<file path="config.mk">
export PLATFORM = sky130hd
export DESIGN_NAME = cons_blk_acc
export DESIGN_NICKNAME = d
export VERILOG_FILES = /design/src/rtl/cons_blk_acc.sv
export SDC_FILE = /design/constraint.sdc
export NUM_CORES = 1
export LEC_CHECK = 0
export CAP_MARGIN = 15
export CORE_UTILIZATION = 58
export DETAILED_ROUTE_END_ITERATION = 10
export GPL_TIMING_DRIVEN = 0
export MAX_ROUTING_LAYER = met4
export PLACE_DENSITY = 0.87
export SLEW_MARGIN = 25
export SYNTH_ARGS = -nofsm -noshare
export SYNTH_HDL_FRONTEND = slang
export SYNTH_SLANG_ARGS = --single-unit
</file>
<file path="constraint.sdc">
create_clock -name clk -period 5.4 [get_ports clk]
set_input_delay 0.81 -clock clk [delete_from_list [all_inputs] [get_ports clk]]
set_output_delay 0.81 -clock clk [all_outputs]
set_load 0.02 [all_outputs]
</file>
<file path="src/rtl/cons_blk_acc.sv">
// cons_blk_acc: block accumulator behind a small input FIFO.
//
// Producer words enter a DEPTH-entry FIFO. The accumulator takes one word
// per cycle and adds it to a running sum. After every BLOCK_LEN words it
// presents the block sum on the output port and waits for the sink to
// accept it. Overflow either wraps modulo 2^SUM_W (SAT=0) or saturates at
// 2^SUM_W-1 (SAT=1). In both modes a sticky flag records whether any add in
// the block carried out.
//
// Handshakes: a transfer happens on a rising edge where valid && ready.
//   - valid must not depend on ready.
//   - Once raised, out_val and its payload stay stable until the transfer.
//
// Ports:
//   clk, rst              clock; synchronous active-high reset
//   in_val/in_rdy/in_data producer port (in_rdy is combinational)
//   clr                   synchronous soft clear: flush FIFO, drop the
//                         partial block and any pending result
//   out_val/out_rdy       result port
//   out_sum/out_ovf       block sum and its overflow flag
//   sum                   running partial sum of the current block
//   level                 FIFO occupancy
module cons_blk_acc #(
    parameter int DATA_W    = 8,
    parameter int SUM_W     = 16,
    parameter int DEPTH     = 4,
    parameter int BLOCK_LEN = 4,
    parameter int SAT       = 0
) (
    input  logic                     clk,
    input  logic                     rst,
    input  logic                     in_val,
    output logic                     in_rdy,
    input  logic [DATA_W-1:0]        in_data,
    input  logic                     clr,
    output logic                     out_val,
    input  logic                     out_rdy,
    output logic [SUM_W-1:0]         out_sum,
    output logic                     out_ovf,
    output logic [SUM_W-1:0]         sum,
    output logic [$clog2(DEPTH):0]   level
);

    localparam int AW = $clog2(DEPTH);
    // A one-word block still needs a legal (1-bit) counter.
    localparam int CW = (BLOCK_LEN > 1) ? $clog2(BLOCK_LEN) : 1;
    localparam logic [CW-1:0] LAST_CNT = CW'(BLOCK_LEN - 1);
    localparam logic [AW:0]   FULL_LVL = (AW + 1)'(DEPTH);

    typedef enum logic {
        ACC  = 1'b0,
        HOLD = 1'b1
    } state_t;

    state_t state_q, state_d;

    logic [DATA_W-1:0] mem [DEPTH];
    logic [AW-1:0]     wr_ptr, rd_ptr;
    logic [CW-1:0]     count;
    logic              ovf;

    logic              full, empty, push, pop, blk_done, out_hs;
    logic [SUM_W:0]    add_res;
    logic              carry;
    logic [SUM_W-1:0]  sum_next;
    logic              ovf_next;

    // Flow control and datapath arithmetic.
    always_comb begin
        full     = (level == FULL_LVL);
        empty    = (level == '0);
        // No pass-through: a full FIFO refuses even when a pop happens.
        in_rdy   = !full && !clr && !rst;
        push     = in_val && in_rdy;
        pop      = (state_q == ACC) && !empty;
        out_hs   = out_val && out_rdy;

        // One extra bit catches the carry out of the SUM_W-bit add.
        add_res  = {1'b0, sum} + {{(SUM_W + 1 - DATA_W){1'b0}}, mem[rd_ptr]};
        carry    = add_res[SUM_W];
        sum_next = add_res[SUM_W-1:0];
        if (carry && (SAT != 0)) begin
            sum_next = '1;
        end
        ovf_next = ovf || carry;
        blk_done = pop && (count == LAST_CNT);
    end

    // Next-state logic.
    always_comb begin
        state_d = state_q;
        case (state_q)
            ACC:     if (blk_done) state_d = HOLD;
            HOLD:    if (out_hs)   state_d = ACC;
            default: state_d = ACC;
        endcase
    end

    always_ff @(posedge clk) begin
        if (rst || clr) begin
            state_q <= ACC;
        end else begin
            state_q <= state_d;
        end
    end

    // FIFO storage has no reset. The pointers and the level decide which
    // entries are valid.
    always_ff @(posedge clk) begin
        if (push) begin
            mem[wr_ptr] <= in_data;
        end
    end

    always_ff @(posedge clk) begin
        if (rst || clr) begin
            // Reset and clear discard the same state. Reset wins only in the
            // sense that it also forces in_rdy low.
            wr_ptr  <= '0;
            rd_ptr  <= '0;
            level   <= '0;
            sum     <= '0;
            count   <= '0;
            ovf     <= 1'b0;
            out_val <= 1'b0;
            out_sum <= '0;
            out_ovf <= 1'b0;
        end else begin
            if (push) begin
                wr_ptr <= wr_ptr + AW'(1);
            end
            if (pop) begin
                rd_ptr <= rd_ptr + AW'(1);
            end
            case ({push, pop})
                2'b10:   level <= level + (AW + 1)'(1);
                2'b01:   level <= level - (AW + 1)'(1);
                default: level <= level;
            endcase

            if (blk_done) begin
                out_val <= 1'b1;
                out_sum <= sum_next;
                out_ovf <= ovf_next;
                sum     <= '0;
                count   <= '0;
                ovf     <= 1'b0;
            end else if (pop) begin
                sum     <= sum_next;
                count   <= count + CW'(1);
                ovf     <= ovf_next;
            end else if (out_hs) begin
                out_val <= 1'b0;
            end
        end
    end

endmodule
</file>
=== Yosys cells after proc, flatten, opt, wreduce, memory -nomap -nowiden ===
Memory sizes are Yosys's and may differ from the RTL's. A register that Yosys moved wholly into a read port is not among the register bits.
Cells that the tools add are included.

* Word-level logic and storage cells: 51
* Memories kept: 1
* Memory bits (writable): 32
* Output and inout bits: 38
* Register bits after elaboration: 45

* Reductions and logical operators: 17
* Equal/unequal tests: 5
* Bitwise operators: 1
* $add $sub $neg: 6
* Mux-type cells: 11

{| class="wikitable"
|+ Memory list
! name !! depth !! bits a word !! read ports !! clocked after Yosys merged registers in !! write ports !! RTL line !! source
|-
| mem || 4 || 8 || 1 || 1 || 1 || 57 || <nowiki>logic [DATA_W-1:0] mem [DEPTH];</nowiki>
|}

{| class="wikitable"
|+ Operator list
! cell !! count
|-
| 16-bit by 8-bit adder with 17-bit output || 1
|-
| 1-bit two-way mux || 7
|-
| 2-bit by 1-bit adder with 2-bit output (second input constant) || 3
|-
| 1-bit logical AND || 6
|-
| 3-bit one-hot mux with 2 select lines || 1
|-
| 2-bit equality test (second input constant) || 2
|-
| 1-bit logical NOT || 4
|-
| 2-bit two-way mux || 2
|-
| 2-bit nonzero test || 2
|-
| 3-bit by 1-bit adder with 3-bit output (second input constant) || 1
|-
| 3-bit equality test (second input constant) || 1
|-
| 3-bit logical NOT || 1
|-
| 3-bit by 1-bit subtractor with 3-bit output (second input constant) || 1
|-
| 2-bit by 1-bit equality test with 1-bit output (second input constant) || 1
|-
| 1-bit logical OR || 2
|-
| 2-bit by 1-bit inequality test with 1-bit output (second input constant) || 1
|-
| 1-bit one-hot mux with 2 select lines || 1
|-
| 2-bit AND reduction || 1
|-
| 2-bit OR reduction || 1
|-
| 1-bit inverter || 1
|}

=== Logic depth before layout (Yosys ltp) ===
Gate-level depths: netlist of the first run.

* Depth in word-level cells: 7
* Gate-level depth with buffers: 11
* Mapped depth without buffers: 10

=== Least setup slack after synthesis of the first run ===
OpenSTA, ideal clock, no wires.

* Path type: input to register
* From: in clr
* To: reg level[2]
* Stages: 10
* Data arrival time: 2.806 ns
* Path slack: 2.523 ns
* Data required time: 5.329 ns
* Path through: or2_1 -> a31oi_1 -> and2_1 -> inv_1 -> ha_1 -> inv_1 -> fa_1 -> xor2_1 -> or3_1 -> a21oi_1

* Word-level cells in the longest chain between the ends: 6
* Elaborated cells between the ends (all ways): 9

{| class="wikitable"
|+ Ends and longest elaborated chain
! what !! RTL line !! source
|-
| start: declaration || 35 || <nowiki>input logic clr,</nowiki>
|-
| 1-bit logical NOT (*) || 73 || <nowiki>in_rdy = !full && !clr && !rst;</nowiki>
|-
| 1-bit logical AND (*) (2 in a row) || 73 ||
|-
| named net in_rdy || 33 || <nowiki>output logic in_rdy,</nowiki>
|-
| 1-bit logical AND (*) || 74 || <nowiki>push = in_val && in_rdy;</nowiki>
|-
| 2-bit by 1-bit equality test with 1-bit output or 2-bit equality test (tied branches) || 135 || <nowiki>case ({push, pop})</nowiki>
|-
| 3-bit one-hot mux with 2 select lines or 2-bit nonzero test (tied branches) || n/a ||
|-
| end signal: assignment || 136 || <nowiki>2'b10: level <= level + (AW + 1)'(1);</nowiki>
|-
| end signal: assignment || 137 || <nowiki>2'b01: level <= level - (AW + 1)'(1);</nowiki>
|-
| end signal: assignment || 138 || <nowiki>default: level <= level;</nowiki>
|-
| end: declaration || 41 || <nowiki>output logic [$clog2(DEPTH):0] level</nowiki>
|}

The timed path passes the listed nets; every way through them passes the cells marked *.
A chain may end at the register's enable or synchronous reset.

=== Final worst setup path of the first run ===
* From: in clr
* To: out in_rdy

* Word-level cells in the longest chain between the ends: 3

{| class="wikitable"
|+ Ends and longest elaborated chain
! what !! RTL line
|-
| 1-bit logical NOT || 73
|-
| 1-bit logical AND (2 in a row) || 73
|-
| end: declaration || 33
|}

No other way between the ends.

==> reports/results.ini, run 1 <==
[run_status]
run_status=complete, no violations

[synth]
synth_edf_count=32
ys_dominant_reg_cell=dfxtp_1
synth_seq_area_share=0.5369
synth_area_um2=3542
synthTopCellsByArea=edfxtp_1 (27%), dfxtp_1 (27%), mux4_2 (5.1%)
ys_types=46
synth.avg_cell_area_um2=11.10
yosysTopAreaCell=edfxtp_1
synthArstFlopShare=0
synth.top_cell.area_share=0.2713
postSynthCellCount=319
synth_fp_nets=348
yosys_register_bits=79
yosysWarnings=0

[grt]
globalRouteTotalUtil=0.2633
grt_overflow_total=0
grt_pass1_vias=2501
grt_max_degree=17
grt_pass1_wl_um=11910
antenna_found_initial=0

[drt]
first_iter_violations=134
wl_per_cell_um=16.48
vias=2555
drcViolationCount=0
vias_per_cell=5.554
first_pass_iters=4
drtAntennaViolNets=0
finalWirelength_um=7582

[timing]
tns_ps=0
tightest_slew_ps=745.1
drv_slew=0
rsz0062_at_grt=no
fmax_mhz=291.3
period_needed_ps=3433
skew_ps=9.918
final-setup-viol-count=0
hold_viol_final=0
maxSlewHeadroom=0.5033
fin_crit_sh=0.6357

[cells_and_area]
fin_nets=409
final_util=0.7339
syn_to_final_growth_pct=22.68
layout-drive-gt1-share=0.1299
n_antenna_cell=0

[die]
die_area_um2=6424
io_pins=51
die_h_um=80.15
placement_rows=28
die_x_um=80.15
core_area_um2=5921
initial_core_util=0.5983

[power_and_ir_drop]
p_clk_frac=0.399
p_switching_w=0.0002786
seq_power_share=0.543
ir_worst_vdd_uv=265.6
switching_share=0.2417
p_int_w=0.0008742
leakage_nw=1.476
power_frac_comb=0.057
p_per_area_nw_per_um2=265.3

[cts]
numCtsBuffers=9
cts_setup_buffers=0
ctsHoldBuffers=0
clockRootBuffer=clkbuf_8
cts_tree=built
cts_max_path_buffers=2
htree_num_levels=3
cts_resized=0
clk_pin_slew_ps=90
cts_sinks=79
clock_latency_ps=360

[critical_path]
worstSetupPathType=in -> out
cp.arrival_ps=2620
crit_path_end_kind=output pin
rrSetupSlack_ps=2550
cp-start-kind=primary input
crit_required_ps=4590
worstPathMaxFanout=6
ff2ff_path_depth=11
reg2reg_to=out_sum[12]
critPathLaunch=clr
cp-endpoint=in_rdy

[placed_design]
io_buffers=50
place_hpwl_um=5385
place.gp.congestion=0.8336

[worst_hold_path]
holdCritPathClass=reg -> reg
hold_start=out_sum[0]

[job]
cap_violations=0

## critical path, stage by stage
cell and delay [ps]:
clkdlybuf4s50_1 410, or2_1 270, a31oi_1 420, clkdlybuf4s50_1 700
## worst min path at each step
stage	cells after the start	endpoint	slack (ps)
global placement	2	state_q	440
floorplan	2	ovf	430
CTS	2	out_sum[0]	460
global route	2	out_sum[3]	470
detailed placement	2	out_sum[0]	450
finish	2	out_sum[0]	460
## Yosys cell counts (3+ instances only)
cell type and number:
dfxtp_1 47, nand2_1 45, a21oi_1 33, edfxtp_1 32
nor2_1 24, xnor2_1 17, ha_1 14, inv_1 10
o21ai_0 9, xor2_1 9, mux4_2 8, nor2_2 6
a21o_1 4, and3_1 4, clkbuf_1 4, a21oi_2 3
a31oi_1 3, buf_2 3, buf_6 3, nand3_1 3
nand4_1 3, or3_1 3
## power groups by stage
stage / Combinational [W] / Sequential (W) / Clock [W]
6_report: 0.0000659 / 0.000626 / 0.000460
5_1_grt: 0.0000720 / 0.000627 / 0.000490
4_1_cts: 0.0000660 / 0.000626 / 0.000465
3_5_place_dp: 0.0000653 / 0.000640 / 0
3_3_place_gp: 0.0000623 / 0.000640 / 0
2_1_floorplan: 0.0000371 / 0.000641 / 0
## cell usage in the layout, fill, tap and decap left out, types with 2 or more instances in the layout
master	count
buf_2	3
nor2b_1	2
clkbuf_1	4
and2_1	2
or3_1	3
nor3_2	2
ha_1	14
xor2_1	9
inv_1	10
clkinv_4	2
nand4_1	3
a31oi_1	3
mux4_2	8
a211oi_2	2
fa_1	2
nand3_1	3
o21bai_1	2
nand2b_1	2
nand2_1	45
o21ai_0	9
inv_6	3
clkdlybuf4s50_1	50
xnor2_1	17
dfxtp_1	47
a21oi_1	33
a21o_1	4
o21ai_1	2
clkbuf_8	9
buf_6	3
and3_1	4
nor2_1	24
a21oi_2	3
edfxtp_1	32
nor2_2	6
## through the flow
step | worst slack (ps) | area (um2) | cells | power (W) | hold WS, ps
floorplan | 2523 | 3542 | 319 | 0.0006785 | 431.0
global placement | 2044 | 4136 | 444 | 0.0007021 | 441.6
detailed placement | 2037 | 4136 | 444 | 0.0007056 | 448.3
CTS | 1973 | 4345 | 460 | 0.001157 | 460.4
global route | 1908 | 4345 | 460 | 0.001189 | 474.4
finish | 1967 | 4345 | 460 | 0.001153 | 457.6
## registers in the layout, summed over array words and instances, names as in the netlist, named ones only
signal and count:
rd_ptr 2, count 2, wr_ptr 2, out_ovf 1
level 3, ovf 1, out_val 1, out_sum 16
sum 16, mem 32, state_q 1
## metal layers
metal	routed length, um	GRT usage
met5	0	-
met3	278	0.05455
met2	3823	0.4299
met1	3229	0.3000
met4	251	0.1554
## layout make-up
type / count / area [um2]
Clock buffer: 9 / 123.9
Sequential cell: 79 / 1902
Timing Repair Buffer: 50 / 500.5
Buffer: 12 / 82.58
Clock inverter: 7 / 85.08
Fill cell: 415 / 1575
Inverter: 11 / 43.79
Tap cell: 75 / 93.84
Multi-Input combinational cell: 217 / 1514
## cells by family (layout without fill, tap and decap cells)
| group | Yosys count | in the layout | share of synthesized area |
|---|---|---|---|
| flops | 79 | 79 | 0.5369 |
| buf+inv | 23 | 89 | 0.03567 |
| compound gates | 64 | 64 | 0.1155 |
| mux | 8 | 8 | 0.05086 |
| xor+xnor | 26 | 26 | 0.06429 |
| simple gates | 103 | 103 | 0.1360 |
| fa+ha+maj | 16 | 16 | 0.06076 |
Note: power is estimated with default switching activity, not from simulation.
==> run 2: changes to the inputs <==
--- a/config.mk
+++ b/config.mk
@@ -6,11 +6,11 @@
 export NUM_CORES = 1
 export LEC_CHECK = 0
 export CAP_MARGIN = 15
-export CORE_UTILIZATION = 58
+export CORE_UTILIZATION = 49
 export DETAILED_ROUTE_END_ITERATION = 10
 export GPL_TIMING_DRIVEN = 0
 export MAX_ROUTING_LAYER = met4
-export PLACE_DENSITY = 0.87
+export PLACE_DENSITY = 0.79
 export SLEW_MARGIN = 25
 export SYNTH_ARGS = -nofsm -noshare
 export SYNTH_HDL_FRONTEND = slang
==> constraint.sdc (replaced) <==
create_clock -name clk -period 2.95 [get_ports clk]
set_input_delay 0.4425 -clock clk [delete_from_list [all_inputs] [get_ports clk]]
set_output_delay 0.4425 -clock clk [all_outputs]
set_load 0.02 [all_outputs]
==> run 2 against run 1 <==
Compared with the run above:
- utilization is 11 points lower
- sequential share of layout area is essentially flat
- cell area is essentially flat
- worst hold slack is essentially flat
- highest routed layer unchanged
- critical path depth rose by 5
- via count shrank 2.0%
- sequential power grew 84%
==> reports/results.ini, run 2 (synthesized netlist as in run 1, its figures left out) <==
[placed_design]
place_area_um2=4163  ; was 4136 um2
place_hpwl_um=5227  ; was 5385 um
pre_cts_ws_ps=37.92  ; was 2037 ps
place.gp.congestion=0.8131  ; was 0.8336
io_buffers=50  ; unchanged

[timing]
tightest_slew_ps=581.9  ; was 745.1 ps
maxSlewHeadroom=0.6106  ; was 0.5033
fmax_mhz=369.5
tns_ps=0  ; unchanged
hold_viol_final=0  ; unchanged
period_needed_ps=2707
fin_crit_sh=0.9175
final-setup-viol-count=0  ; unchanged
timing.hold.ws_ps=457.2  ; was 457.6 ps
drv_slew=0  ; unchanged
rsz0062_at_grt=no  ; unchanged
skew_ps=7.780  ; was 9.918 ps
setup_slack_ps=243.4  ; was 1967 ps

[drt]
wl_per_cell_um=14.93  ; was 16.48 um
finalWirelength_um=7165  ; was 7582 um
vias_per_cell=5.219  ; was 5.554
first_iter_violations=131  ; was 134
drtAntennaViolNets=0  ; unchanged
vias=2505  ; was 2,555
first_pass_iters=4  ; unchanged
drcViolationCount=0  ; unchanged

[grt]
grt_pass1_wl_um=11730  ; was 11,910 um
grt_pass1_vias=2456  ; was 2,501
globalRouteTotalUtil=0.2184  ; was 0.2633
antenna_found_initial=0  ; unchanged
grt_max_degree=16  ; was 17
grt_overflow_total=0  ; unchanged

[power_and_ir_drop]
ir_worst_vdd_uv=342.9  ; was 265.6 uV
leakage_nw=1.446  ; was 1.476 nW
p_per_area_nw_per_um2=462.8  ; was 265.3 nW/um2

[cts]
clock_latency_ps=360  ; about the same
cts_setup_buffers=0  ; unchanged
clockRootBuffer=clkbuf_8  ; unchanged
cts_tree=built  ; unchanged
cts_resized=0  ; unchanged
htree_num_levels=3  ; unchanged
ctsHoldBuffers=0  ; unchanged
cts_sinks=79  ; unchanged
numCtsBuffers=9  ; unchanged
cts_max_path_buffers=2  ; unchanged
clk_pin_slew_ps=80  ; was 90 ps

[cells_and_area]
nFillCells=578  ; was 415
n_antenna_cell=0  ; unchanged
top_regs=mem x32, out_sum x16, sum x16  ; unchanged
largest_reg_flops=32  ; unchanged
final_cell_mix=clkdlybuf4s50_1 (50), dfxtp_1 (47), nand2_1 (45), a21oi_1 (33), edfxtp_1 (32)  ; unchanged
fin_nets=408  ; was 409
final_util=0.6286  ; was 0.7339
layout-drive-gt1-share=0.1302  ; was 0.1299
final_common_cell=clkdlybuf4s50_1  ; unchanged
syn_to_final_growth_pct=22.57  ; was 22.68%
regMostFlops=mem  ; unchanged
stdcell_area_um2=4342  ; was 4345 um2

[critical_path]
worstSetupPathType=reg -> reg  ; was in -> out
worstPathMaxFanout=8  ; was 6
cp-start-kind=flop  ; was primary input
crit_required_ps=3250  ; was 4590 ps
crit_path_end_kind=flop  ; was output pin
cp.arrival_ps=3010  ; was 2620 ps

[worst_hold_path]
holdCritPathClass=reg -> reg  ; unchanged

[die]
placement_rows=30  ; was 28
die_h_um=87.02  ; was 80.15 um
core_area_um2=6907  ; was 5921 um2
die_x_um=87.02  ; was 80.15 um
initial_core_util=0.5129  ; was 0.5983
die_area_um2=7572  ; was 6424 um2
io_pins=51  ; unchanged

[job]
cap_violations=0  ; unchanged

[run_status]
run_status=complete, no violations  ; unchanged

## run 2: worst paths after layout
path | end | depth (start not counted) | start | slack, ps
worst max-delay path | out_sum[13] | 9 | flop | 240
worst min-delay path | out_sum[8] | 2 | out_sum[8] | 460
worst max register to register | out_sum[13] | 9 | flop | 240
worst min register to register | out_sum[8] | 2 | out_sum[8] | 460
## run 2: where the power goes
part	internal, W	switching (W)
clock network	0.000313	0.000432
registers	0.00114	0.00000484
logic	0.0000499	0.0000680
## run 2: layout make-up
| cell class | count | area, um2 | area share |
|---|---|---|---|
| clock buffers | 9 | 123.9 | 0.02853 |
| clock inverters | 7 | 56.30 | 0.01297 |
| repair buffers | 50 | 500.5 | 0.1153 |
| well taps | 96 | 120.1 | 0.02767 |
| multi-input cells | 217 | 1514 | 0.3487 |
| flip-flops and latches | 79 | 1902 | 0.4380 |
| plain buffers | 11 | 81.33 | 0.01873 |
| inverters | 11 | 43.79 | 0.01009 |
## run 2: layer usage
layer	up-vias	wire length, um	track usage
met4	0	158	0.1136
met5	-	0	-
met3	12	310	0.03886
met1	1188	3156	0.2596
met2	70	3539	0.3558
li1	1235	-	-
## run 2: critical path, stage by stage, from the launching register on
cell	delay, ps
dfxtp_1	320
clkbuf_4	230
mux4_2	570
ha_1	290
a21oi_1	80
nand4b_1	270
a21oi_1	430
o21ai_0	160
xor2_1	160
a21oi_1	130
## run 2: metrics by stage
step	total power, W	instances
4_1_cts	0.002019	481
6_report	0.002009	480
3_5_place_dp	0.001290	465
3_3_place_gp	0.001286	465
2_1_floorplan	0.001242	319
5_1_grt	0.002084	480
==> run 3: changes to the inputs <==
--- a/config.mk
+++ b/config.mk
@@ -10,7 +10,7 @@
 export DETAILED_ROUTE_END_ITERATION = 10
 export GPL_TIMING_DRIVEN = 0
 export MAX_ROUTING_LAYER = met4
-export PLACE_DENSITY = 0.79
+export PLACE_DENSITY = 0.8
 export SLEW_MARGIN = 25
 export SYNTH_ARGS = -nofsm -noshare
 export SYNTH_HDL_FRONTEND = slang
==> run 3 against run 2 <==
Compared with the run above:
- setup slack worse by 65 ps
- fmax down 2.3%
- sequential power hardly changed
- final cell count unchanged
- clock power down 3.1%
- total power fell by 1.2%
- first-iteration DRC count increased by 50%
- largest cell class unchanged
- largest power group unchanged
- highest routed layer unchanged
==> reports/results.ini, run 3 (synthesized netlist as in run 1, its figures left out) <==
[critical_path]
cp-start-kind=flop  ; unchanged
crit_required_ps=3240  ; was 3250 ps
ff2ff_path_depth=9  ; unchanged
worstPathMaxFanout=8  ; unchanged
cp.arrival_ps=3060  ; was 3010 ps
worstSetupPathType=reg -> reg  ; unchanged
crit_path_end_kind=flop  ; unchanged

[die]
core_area_um2=6907  ; unchanged
placement_rows=30  ; unchanged
die_x_um=87.02  ; unchanged
die_area_um2=7572  ; unchanged
die_h_um=87.02  ; unchanged
io_pins=51  ; unchanged
initial_core_util=0.5129  ; unchanged

[cells_and_area]
stdcell_area_um2=4333  ; was 4342 um2
final_common_cell=clkdlybuf4s50_1  ; unchanged
fin_nets=408  ; unchanged
top_regs=mem x32, out_sum x16, sum x16  ; unchanged
nFillCells=570  ; was 578
instances_no_fill=480  ; unchanged
largest_reg_flops=32  ; unchanged
regMostFlops=mem  ; unchanged
n_antenna_cell=0  ; unchanged
layout-drive-gt1-share=0.1276  ; was 0.1302
syn_to_final_growth_pct=22.32  ; was 22.57%
final_cell_mix=clkdlybuf4s50_1 (50), dfxtp_1 (47), nand2_1 (45), a21oi_1 (33), edfxtp_1 (32)  ; unchanged

[job]
cap_violations=0  ; unchanged

[worst_hold_path]
hold_depth=2  ; unchanged
hold_start=out_sum[3]  ; was out_sum[8]
holdCritPathClass=reg -> reg  ; unchanged

[power_and_ir_drop]
power_frac_comb=0.059  ; about the same
ir_worst_vdd_uv=510.0  ; was 342.9 uV
p_switching_w=0.0004852  ; was 0.0005044 W
p_int_w=0.001501  ; was 0.001505 W
leakage_nw=1.451  ; was 1.446 nW
p_clk_frac=0.363  ; was 0.371
seq_power_share=0.577  ; was 0.571
switching_share=0.2443  ; was 0.2510
finalPower_w=0.001986  ; was 0.002009 W
p_per_area_nw_per_um2=458.4  ; was 462.8 nW/um2

[placed_design]
pre_cts_ws_ps=58.87  ; was 37.92 ps
place_hpwl_um=5158  ; was 5227 um
place_area_um2=4163  ; unchanged
place.gp.congestion=0.8436  ; was 0.8131
dpl.cell_count=465  ; unchanged
io_buffers=50  ; unchanged

[grt]
grt_overflow_total=0  ; unchanged
globalRouteTotalUtil=0.2209  ; was 0.2184
grt_pass1_vias=2566  ; was 2,456
antenna_found_initial=0  ; unchanged
grt_max_degree=15  ; was 16
grt_pass1_wl_um=12050  ; was 11,730 um

[drt]
first_pass_iters=4  ; unchanged
drtAntennaViolNets=0  ; unchanged
first_iter_violations=196  ; was 131
finalWirelength_um=7156  ; was 7165 um
vias_per_cell=5.281  ; was 5.219
drcViolationCount=0  ; unchanged
vias=2535  ; was 2,505
wl_per_cell_um=14.91  ; was 14.93 um

[cts]
ctsHoldBuffers=0  ; unchanged
clockRootBuffer=clkbuf_8  ; unchanged
cts_sinks=79  ; unchanged
cts_setup_buffers=0  ; unchanged
cts_max_path_buffers=2  ; unchanged
htree_num_levels=3  ; unchanged
cts_resized=0  ; unchanged
clock_latency_ps=360  ; about the same
numCtsBuffers=9  ; unchanged
clk_pin_slew_ps=80  ; about the same
cts_tree=built  ; unchanged

[timing]
tightest_slew_ps=605.2  ; was 581.9 ps
rsz0062_at_grt=no  ; unchanged
skew_ps=7.553  ; was 7.780 ps
fmax_mhz=360.8  ; was 369.5 MHz
maxSlewHeadroom=0.5950  ; was 0.6106
final-setup-viol-count=0  ; unchanged
hold_viol_final=0  ; unchanged
setup_slack_ps=178.5  ; was 243.4 ps
drv_slew=0  ; unchanged
fin_crit_sh=0.9395  ; was 0.9175
tns_ps=0  ; unchanged
period_needed_ps=2771  ; was 2707 ps

[run_status]
run_status=complete, no violations  ; unchanged

[run 3: power groups by stage]
stage	Combinational, W	Clock, W	Sequential (W)
floorplan	0.0000679	0	0.00117
global placement	0.000115	0	0.00117
detailed placement	0.000118	0	0.00117
CTS	0.000119	0.000731	0.00115
global route	0.000130	0.000781	0.00115
finish	0.000118	0.000722	0.00115
[run 3: per-layer routing]
metal / GRT usage / vias to the layer above / part of all wire
met4: 0.1197 / 0 / 0.026
met3: 0.03886 / 17 / 0.042
met1: 0.2621 / 1216 / 0.43
met5: - / - / 0
li1: - / 1234 / -
met2: 0.3586 / 68 / 0.50
[run 3: worst max-delay path, cell delays in order (launching register included)]
cell and delay, ps:
dfxtp_1 310, buf_2 260, mux4_2 570, ha_1 300, a21oi_1 90, nand4b_1 280, a21oi_1 430, o21ai_0 180
xor2_1 170, a21oi_1 140
[run 3: worst paths after layout]
check                 to  slack (ps)
min reg2reg   out_sum[3]         460
min           out_sum[3]         460
max reg2reg  out_sum[13]         180
max          out_sum[13]         180
[run 3: final cells by class]
cell class	instances	area [um2]	share of cell area
plain buffers	11	78.83	0.01819
clock buffers	10	127.6	0.02945
clock inverters	6	46.29	0.01068
inverters	11	43.79	0.01011
multi-input cells	217	1514	0.3494
flip-flops and latches	79	1902	0.4389
well taps	96	120.1	0.02772
repair buffers	50	500.5	0.1155
[run 3: through the flow]
stage          hold slack [ps]    util
2_1_floorplan            431.0       -
3_3_place_gp             440.1  0.6027
3_5_place_dp             449.4  0.6027
4_1_cts                  463.0  0.6279
5_1_grt                  483.7  0.6274
6_report                 458.3  0.6274
